`src/rtl/word16_serializer.sv`:
```
// Parallel-to-serial transmitter: one word per load handshake, one bit per serial beat.
// Optional even-parity trailer beat when WORD16_SERIALIZER_PARITY_EN is defined.
module word16_serializer #(
    parameter int WIDTH     = 16,
    parameter bit LSB_FIRST = 1'b0
) (
    input  logic             clk,
    input  logic             rst_n,
    input  logic             load_valid,
    output logic             load_ready,
    input  logic [WIDTH-1:0] load_data,
    output logic             ser_valid,
    input  logic             ser_ready,
    output logic             ser_out,
    output logic             ser_last
);

    localparam int CW = $clog2(WIDTH + 2);

`ifdef WORD16_SERIALIZER_PARITY_EN
    // Counter runs WIDTH..0; the beat at count 0 carries the parity bit.
    localparam logic [CW-1:0] CNT_LOAD = CW'(WIDTH);
`else
    localparam logic [CW-1:0] CNT_LOAD = CW'(WIDTH - 1);
`endif

    typedef enum logic {
        IDLE,
        SHIFT
    } state_t;

    state_t           state;
    logic [WIDTH-1:0] sreg;
    logic [CW-1:0]    cnt;
    logic [WIDTH-1:0] sreg_shifted;
    logic             next_bit;

`ifdef WORD16_SERIALIZER_PARITY_EN
    logic             par;
`endif

    always_comb begin
        sreg_shifted = LSB_FIRST ? {1'b0, sreg[WIDTH-1:1]} : {sreg[WIDTH-2:0], 1'b0};
        next_bit     = LSB_FIRST ? sreg[1] : sreg[WIDTH-2];
`ifdef WORD16_SERIALIZER_PARITY_EN
        if (cnt == CW'(1)) begin
            next_bit = par;
        end
`endif
    end

    always_ff @(posedge clk or negedge rst_n) begin
        if (!rst_n) begin
            state      <= IDLE;
            load_ready <= 1'b1;
            ser_valid  <= 1'b0;
            ser_out    <= 1'b0;
            ser_last   <= 1'b0;
            sreg       <= '0;
            cnt        <= '0;
`ifdef WORD16_SERIALIZER_PARITY_EN
            par        <= 1'b0;
`endif
        end else begin
            case (state)
                IDLE: begin
                    if (load_valid && load_ready) begin
                        state      <= SHIFT;
                        sreg       <= load_data;
                        cnt        <= CNT_LOAD;
`ifdef WORD16_SERIALIZER_PARITY_EN
                        par        <= ^load_data;
`endif
                        ser_out    <= LSB_FIRST ? load_data[0] : load_data[WIDTH-1];
                        ser_valid  <= 1'b1;
                        ser_last   <= 1'b0;
                        load_ready <= 1'b0;
                    end
                end
                SHIFT: begin
                    // Without ser_ready every output and the register simply hold.
                    if (ser_ready) begin
                        if (cnt == '0) begin
                            state      <= IDLE;
                            ser_valid  <= 1'b0;
                            ser_last   <= 1'b0;
                            ser_out    <= 1'b0;
                            load_ready <= 1'b1;
                        end else begin
                            sreg     <= sreg_shifted;
                            cnt      <= cnt - CW'(1);
                            ser_out  <= next_bit;
                            ser_last <= (cnt == CW'(1));
                        end
                    end
                end
                default: begin
                    state <= IDLE;
                end
            endcase
        end
    end

endmodule
```
`config.mk`:
```
export PLATFORM = sky130hd
export DESIGN_NAME = word16_serializer
export DESIGN_NICKNAME = d
export VERILOG_FILES = /design/src/rtl/word16_serializer.sv
export SDC_FILE = /design/constraint.sdc
export NUM_CORES = 1
export LEC_CHECK = 0
export BUFFER_PORTS_ARGS = -buffer_cell sky130_fd_sc_hd__buf_2
export CAP_MARGIN = 20
export CORE_AREA = 8 8 58 60
export CTS_BUF_LIST = sky130_fd_sc_hd__clkbuf_16
export CTS_CLUSTER_DIAMETER = 30
export DETAILED_ROUTE_END_ITERATION = 10
export DIE_AREA = 0 0 66 68
export PLACE_DENSITY_LB_ADDON = 0.1
export SYNTH_ARGS = -nofsm -noshare
export SYNTH_HDL_FRONTEND = slang
export SYNTH_SLANG_ARGS = --single-unit
```
`constraint.sdc`:
```
create_clock -name clk -period 1.85 [get_ports clk]
set_input_delay 0.37 -clock clk [delete_from_list [all_inputs] [get_ports clk]]
set_output_delay 0.37 -clock clk [all_outputs]
set_load 0.03 [all_outputs]
```
==> results of run 1 <==
==> final cells by class <==
class | count | area [sq um]
clock buffers | 3 | 75.1
clock inverters | 1 | 7.51
fillers | 215 | 1010
inverters | 5 | 18.8
multi-input cells | 65 | 629
flip-flops and latches | 25 | 627
well taps | 31 | 38.8
repair buffers | 27 | 158
==> layout by cell type (no fill, tap or decap), types with 2 or more instances in the layout <==
master and n:
nand2_1 5, mux2_2 20, mux2_4 9, a2bb2oi_1 4, clkbuf_16 3, buf_4 3
buf_2 23, nand3_1 2, inv_1 5, ha_1 2, o21ai_0 6, dfrtp_1 24
==> cell families after synthesis <==
logic type	synth area share
AO/OA/AOI/OAI	0.0841
XOR/XNOR	0.0135
adder cells (fa/ha/maj)	0.0193
buffers and inverters	0.0299
flip-flops	0.484
multiplexers	0.278
AND/OR/NAND/NOR	0.0908
==> cells in the mapped netlist <==
library cell	number	area, sq um
mux2_4	9	135
nor4b_1	1	8.76
buf_6	1	11.3
o31ai_1	1	7.51
inv_1	5	18.8
nor2_1	1	3.75
and2_1	1	6.26
o21a_1	1	7.51
nor4b_4	1	23.8
buf_1	1	3.75
nand3_1	2	10.0
or2_2	1	6.26
mux2_2	20	225
dfstp_2	1	26.3
and3_2	1	7.51
xor2_1	1	8.76
a2bb2oi_1	4	35.0
buf_2	1	5.00
and2_2	1	7.51
dfrtp_1	24	601
ha_1	2	25.0
nand3b_1	1	7.51
a21oi_1	1	5.00
nand3b_2	1	11.3
xnor2_1	1	8.76
nand4_1	1	6.26
o21ai_0	6	30.0
o21ai_4	1	16.3
nand2_1	5	18.8
a21o_1	1	7.51
==> where the power goes <==
group	switching, W	internal, W
Clock	0.000194	0.000294
Combinational	0.000453	0.000683
Sequential	0.000172	0.000798
==> metal layers <==
layer | track usage | vias up | routed length (um)
met4 | 0.0560 | 0 | 42
li1 | - | 405 | -
met1 | 0.138 | 410 | 1040
met2 | 0.186 | 17 | 1090
met3 | 0.0360 | 7 | 138
met5 | 0 | - | 0
==> per-stage QoR <==
| step | instance area [sq um] | worst slack (ns) | std cells | hold slack (ns) | power, W |
|---|---|---|---|---|---|
| after global routing | 1550 | 0.0516 | 157 | 0.134 | 0.00277 |
| after detailed placement | 1470 | 0.168 | 153 | 0.387 | 0.00213 |
| after floorplan | 1290 | 0.146 | 98 | 0.0744 | 0.00187 |
| final | 1550 | 0.179 | 157 | 0.0853 | 0.00259 |
| after global placement | 1470 | 0.209 | 153 | 0.392 | 0.00210 |
| after CTS | 1550 | 0.156 | 157 | 0.106 | 0.00262 |
==> registers in the layout (all words and copies together) (netlist names) <==
name / cells
load_ready: 1
ser_valid: 1
cnt: 5
ser_last: 1
state: 1
ser_out: 1
sreg: 15
==> how the worst max path moves through the flow <==
stage / from / slack, ns / to
5_1_grt: cnt[0] / 0.05 / cnt[2]
2_1_floorplan: cnt[0] / 0.15 / sreg[10]
4_1_cts: cnt[0] / 0.16 / cnt[0]
6_report: cnt[0] / 0.18 / sreg[10]
3_3_place_gp: cnt[0] / 0.21 / sreg[13]
3_5_place_dp: cnt[0] / 0.17 / cnt[0]
==> flow_metrics.py, run 1 <==
metrics = {
    "cts": {
        "clkTransAtPathRegs_ns": 0.06,
        "postCtsSetupBuffers": 0,
        "cts_tree": "built",
        "cts_resized": 0,
        "worstSkewPairLatency_ns": 0.26,
        "cts.root.buffer_cell": "clkbuf_16",
        "cts_sinks": 25,
        "cts_max_level": 1,
        "cts-buffers-inserted": 3,
        "max-clock-path-buffers": 2,
        "ctsHoldBuffers": 0,
    },
    "detailed_routing": {
        "drt_iter0_markers": 40,
        "vias": 839,
        "via_per_inst": 5.34,
        "wl_mm": 2.31,
        "drc": 0,
        "first_pass_iters": 4,
        "ant_nets": 0,
        "wl_per_cell_um": 14.7,
    },
    "die": {
        "floorplan.initialDensity": 0.504,
        "dieArea_sq_um": 4490,
        "fp.coreArea_sq_um": 2570,
        "fp.dieH_um": 68,
        "rows": 19,
        "io_pins": 24,
        "die_w_um": 66,
    },
    "final_layout": {
        "antenna_cells": 0,
        "drive_above_1_share": 0.532,
        "fin_util": 0.605,
        "area_growth_pct": 20.0,
        "final_nets": 149,
    },
    "timing": {
        "finalHoldViolCount": 0,
        "finalCriticalPeriod_ns": 1.67,
        "min_period_over_period": 0.903,
        "clock_skew_ns": 0.00189,
        "slew_headroom": 0.642,
        "tns_ns": 0,
        "fmax_mhz": 598,
        "tightest_slew_ns": 0.537,
        "finalSetupViolations": 0,
        "drv_slew": 0,
        "rsz0062_at_grt": "no",
    },
    "placed_design": {
        "place_hpwl_mm": 1.73,
        "gp_congestion": 0.758,
        "io_buffer_count": 23,
    },
    "logic_synthesis": {
        "syn-num-nets": 120,
        "synthesis.area_sq_um": 1290,
        "ys_ff_latch": 25,
        "yosysUniqueCellTypes": 30,
        "synth-warning-count": 0,
        "avgSynthCellArea_sq_um": 13.2,
        "yosysSeqAreaShare": 0.484,
        "synthCells": 98,
    },
    "worst_setup_path": {
        "cp.required_ns": 2.00,
        "r2r_cells": 6,
        "rr_startpoint": "cnt[0]",
        "max_stage_delay_ns": 0.42,
        "cp_top_family": "flip-flops",
        "arrival_ns": 1.82,
        "r2r_slack_ns": 0.18,
        "rr_endpoint": "sreg[10]",
        "cp.depth": 6,
        "cp_slowest_cell": "dfrtp_1",
        "crit_buf_inv": 2,
        "timing_worst_setup_path_type": "flop to flop",
        "end_kind": "flop",
        "worst_setup_path_start_kind": "flop",
        "crit_chain": "inv_1 -> ha_1 -> nor4b_4 -> o21ai_4 -> buf_12 -> mux2_4",
        "worstPathMaxFanout": 16,
    },
    "global_route": {
        "grt_pass1_wl_mm": 4.01,
        "antenna_found_initial": 0,
        "grt.total_usage": 0.115,
        "grt_pass1_vias": 868,
        "grt_overflow": 0,
        "grt_max_degree": 26,
    },
    "power": {
        "power.density_nw_per_um2": 1670,
        "ir_drop_v": 0.000893,
        "power_leakage_nw": 0.747,
    },
    "job": {
        "cap_violations": 0,
    },
    "min_path": {
        "min_path_type": "input pin to asynchronous set/reset pin",
    },
    "status": {
        "status": "completed",
    },
}
Power figures use the tool's default switching activity.
==> run 2, diff against run 1 <==
--- a/config.mk
+++ b/config.mk
@@ -13,6 +13,7 @@
 export DETAILED_ROUTE_END_ITERATION = 10
 export DIE_AREA = 0 0 66 68
 export PLACE_DENSITY_LB_ADDON = 0.1
+export REMOVE_ABC_BUFFERS = 1
 export SYNTH_ARGS = -nofsm -noshare
 export SYNTH_HDL_FRONTEND = slang
 export SYNTH_SLANG_ARGS = --single-unit
==> run 2 against run 1 <==
  * Fmax is 1.6% lower
  * First-iteration DRC count is 2.5% lower
  * Register-to-register slack worse by 0.03 ns
  * Largest power group unchanged
==> flow_metrics.py, run 2 (synthesized netlist as in run 1, its figures left out) <==
metrics = {
    "final_layout": {
        "largest_reg_flops": 15,
        "top_regs": "sreg: 15 flops, cnt: 5 flops",
        "final_nets": 148,
        "drive_above_1_share": 0.520,
        "top_register": "sreg",
        "area_growth_pct": 19.1,
        "final_cell_mix": "24 x dfrtp_1, 23 x buf_2, 20 x mux2_2",
        "final_common_cell": "dfrtp_1",
        "antenna_cells": 0,
    },
    "cts": {
        "clkTransAtPathRegs_ns": 0.06,
        "cts_resized": 0,
        "cts_max_level": 1,
        "postCtsSetupBuffers": 0,
        "cts_tree": "built",
        "ctsHoldBuffers": 0,
        "cts-buffers-inserted": 3,
        "cts_sinks": 25,
        "max-clock-path-buffers": 2,
        "worstSkewPairLatency_ns": 0.25,
        "cts.root.buffer_cell": "clkbuf_16",
    },
    "global_route": {
        "grt_pass1_vias": 898,
        "grt_pass1_wl_mm": 4.16,
        "grt_overflow": 0,
        "grt_max_degree": 26,
        "grt.total_usage": 0.116,
        "antenna_found_initial": 0,
    },
    "worst_setup_path": {
        "worstPathMaxFanout": 16,
        "arrival_ns": 1.83,
        "worst_setup_path_start_kind": "flop",
        "cp.required_ns": 1.98,
        "timing_worst_setup_path_type": "flop to flop",
        "end_kind": "flop",
    },
    "timing": {
        "fmax_mhz": 589,
        "clock_skew_ns": 0.00126,
        "tightest_slew_ns": 0.553,
        "min_period_over_period": 0.918,
        "slew_headroom": 0.631,
        "finalSetupViolations": 0,
        "tns_ns": 0,
        "drv_slew": 0,
        "whs_ns": 0.104,
        "finalCriticalPeriod_ns": 1.70,
        "rsz0062_at_grt": "no",
        "finalHoldViolCount": 0,
    },
    "power": {
        "power.density_nw_per_um2": 1650,
        "ir_drop_v": 0.000884,
        "power_leakage_nw": 0.748,
    },
    "placed_design": {
        "gp_congestion": 0.790,
        "place_hpwl_mm": 1.66,
        "io_buffer_count": 23,
    },
    "detailed_routing": {
        "ant_nets": 0,
        "first_pass_iters": 3,
        "drt_iter0_markers": 39,
        "drc": 0,
        "vias": 836,
        "wl_mm": 2.28,
        "via_per_inst": 5.36,
        "wl_per_cell_um": 14.6,
    },
    "die": {
        "die_w_um": 66,
        "floorplan.initialDensity": 0.504,
        "io_pins": 24,
        "fp.dieH_um": 68,
        "rows": 19,
        "fp.coreArea_sq_um": 2570,
        "dieArea_sq_um": 4490,
    },
    "job": {
        "cap_violations": 0,
    },
    "min_path": {
        "min_path_type": "input pin to asynchronous set/reset pin",
    },
    "status": {
        "status": "completed",
    },
}
[run 2: changes by cell type in the layout (fill, tap and decap cells not counted)]
cell,previous run,this run
clkinvlp_4,1,0
inv_1,5,6
buf_4,3,2
[run 2: metal layers]
| layer | up-vias | wire length [um] | track usage |
|---|---|---|---|
| met5 | - | 0 | 0 |
| met4 | 0 | 21 | 0.0347 |
| met3 | 2 | 157 | 0.0344 |
| met2 | 17 | 1050 | 0.184 |
| met1 | 412 | 1050 | 0.149 |
| li1 | 405 | - | - |
[run 2: worst paths after layout]
kind                              startpoint       end  slack [ns]  depth (start not counted)
worst max-delay path                  cnt[0]   sreg[2]        0.15                          6
worst min register to register       ser_out   ser_out        0.50                          2
worst min-delay path                   rst_n   sreg[0]        0.10                          1
min in group clk                load_data[0]   sreg[0]        0.39                          3
worst max register to register        cnt[0]   sreg[2]        0.15                          6
max in group asynchronous              rst_n  ser_last        1.38                          1
[run 2: cell type report]
type	count	area, sq um
clock buffers	3	75.1
clock inverters	1	3.75
fillers	209	1020
inverters	5	18.8
multi-input cells	65	629
flip-flops and latches	25	627
well taps	31	38.8
repair buffers	26	150
[run 2: power by group]
group          leakage [nW]  internal [W]  switching (W)
Combinational         0.405      0.000672       0.000459
Sequential            0.300      0.000798       0.000166
Clock                0.0423      0.000288       0.000168
Total                 0.748       0.00176       0.000793
[run 2: worst max-delay path: stages, from the launching register on]
cell and delay [ns]:
dfrtp_1 0.42, inv_1 0.07, ha_1 0.23, nor4b_4 0.15, o21ai_4 0.17, buf_12 0.18
mux2_2 0.35
[run 2: stage by stage]
step | util | setup WS [ns] | power (W) | instance area [sq um] | std cells
2_1_floorplan | - | -0.0977 | 0.00184 | 1270 | 95
3_3_place_gp | 0.570 | 0.197 | 0.00208 | 1460 | 152
3_5_place_dp | 0.570 | 0.159 | 0.00212 | 1460 | 152
4_1_cts | 0.601 | 0.152 | 0.00259 | 1540 | 156
5_1_grt | 0.601 | 0.0485 | 0.00274 | 1540 | 156
6_report | 0.601 | 0.152 | 0.00255 | 1540 | 156
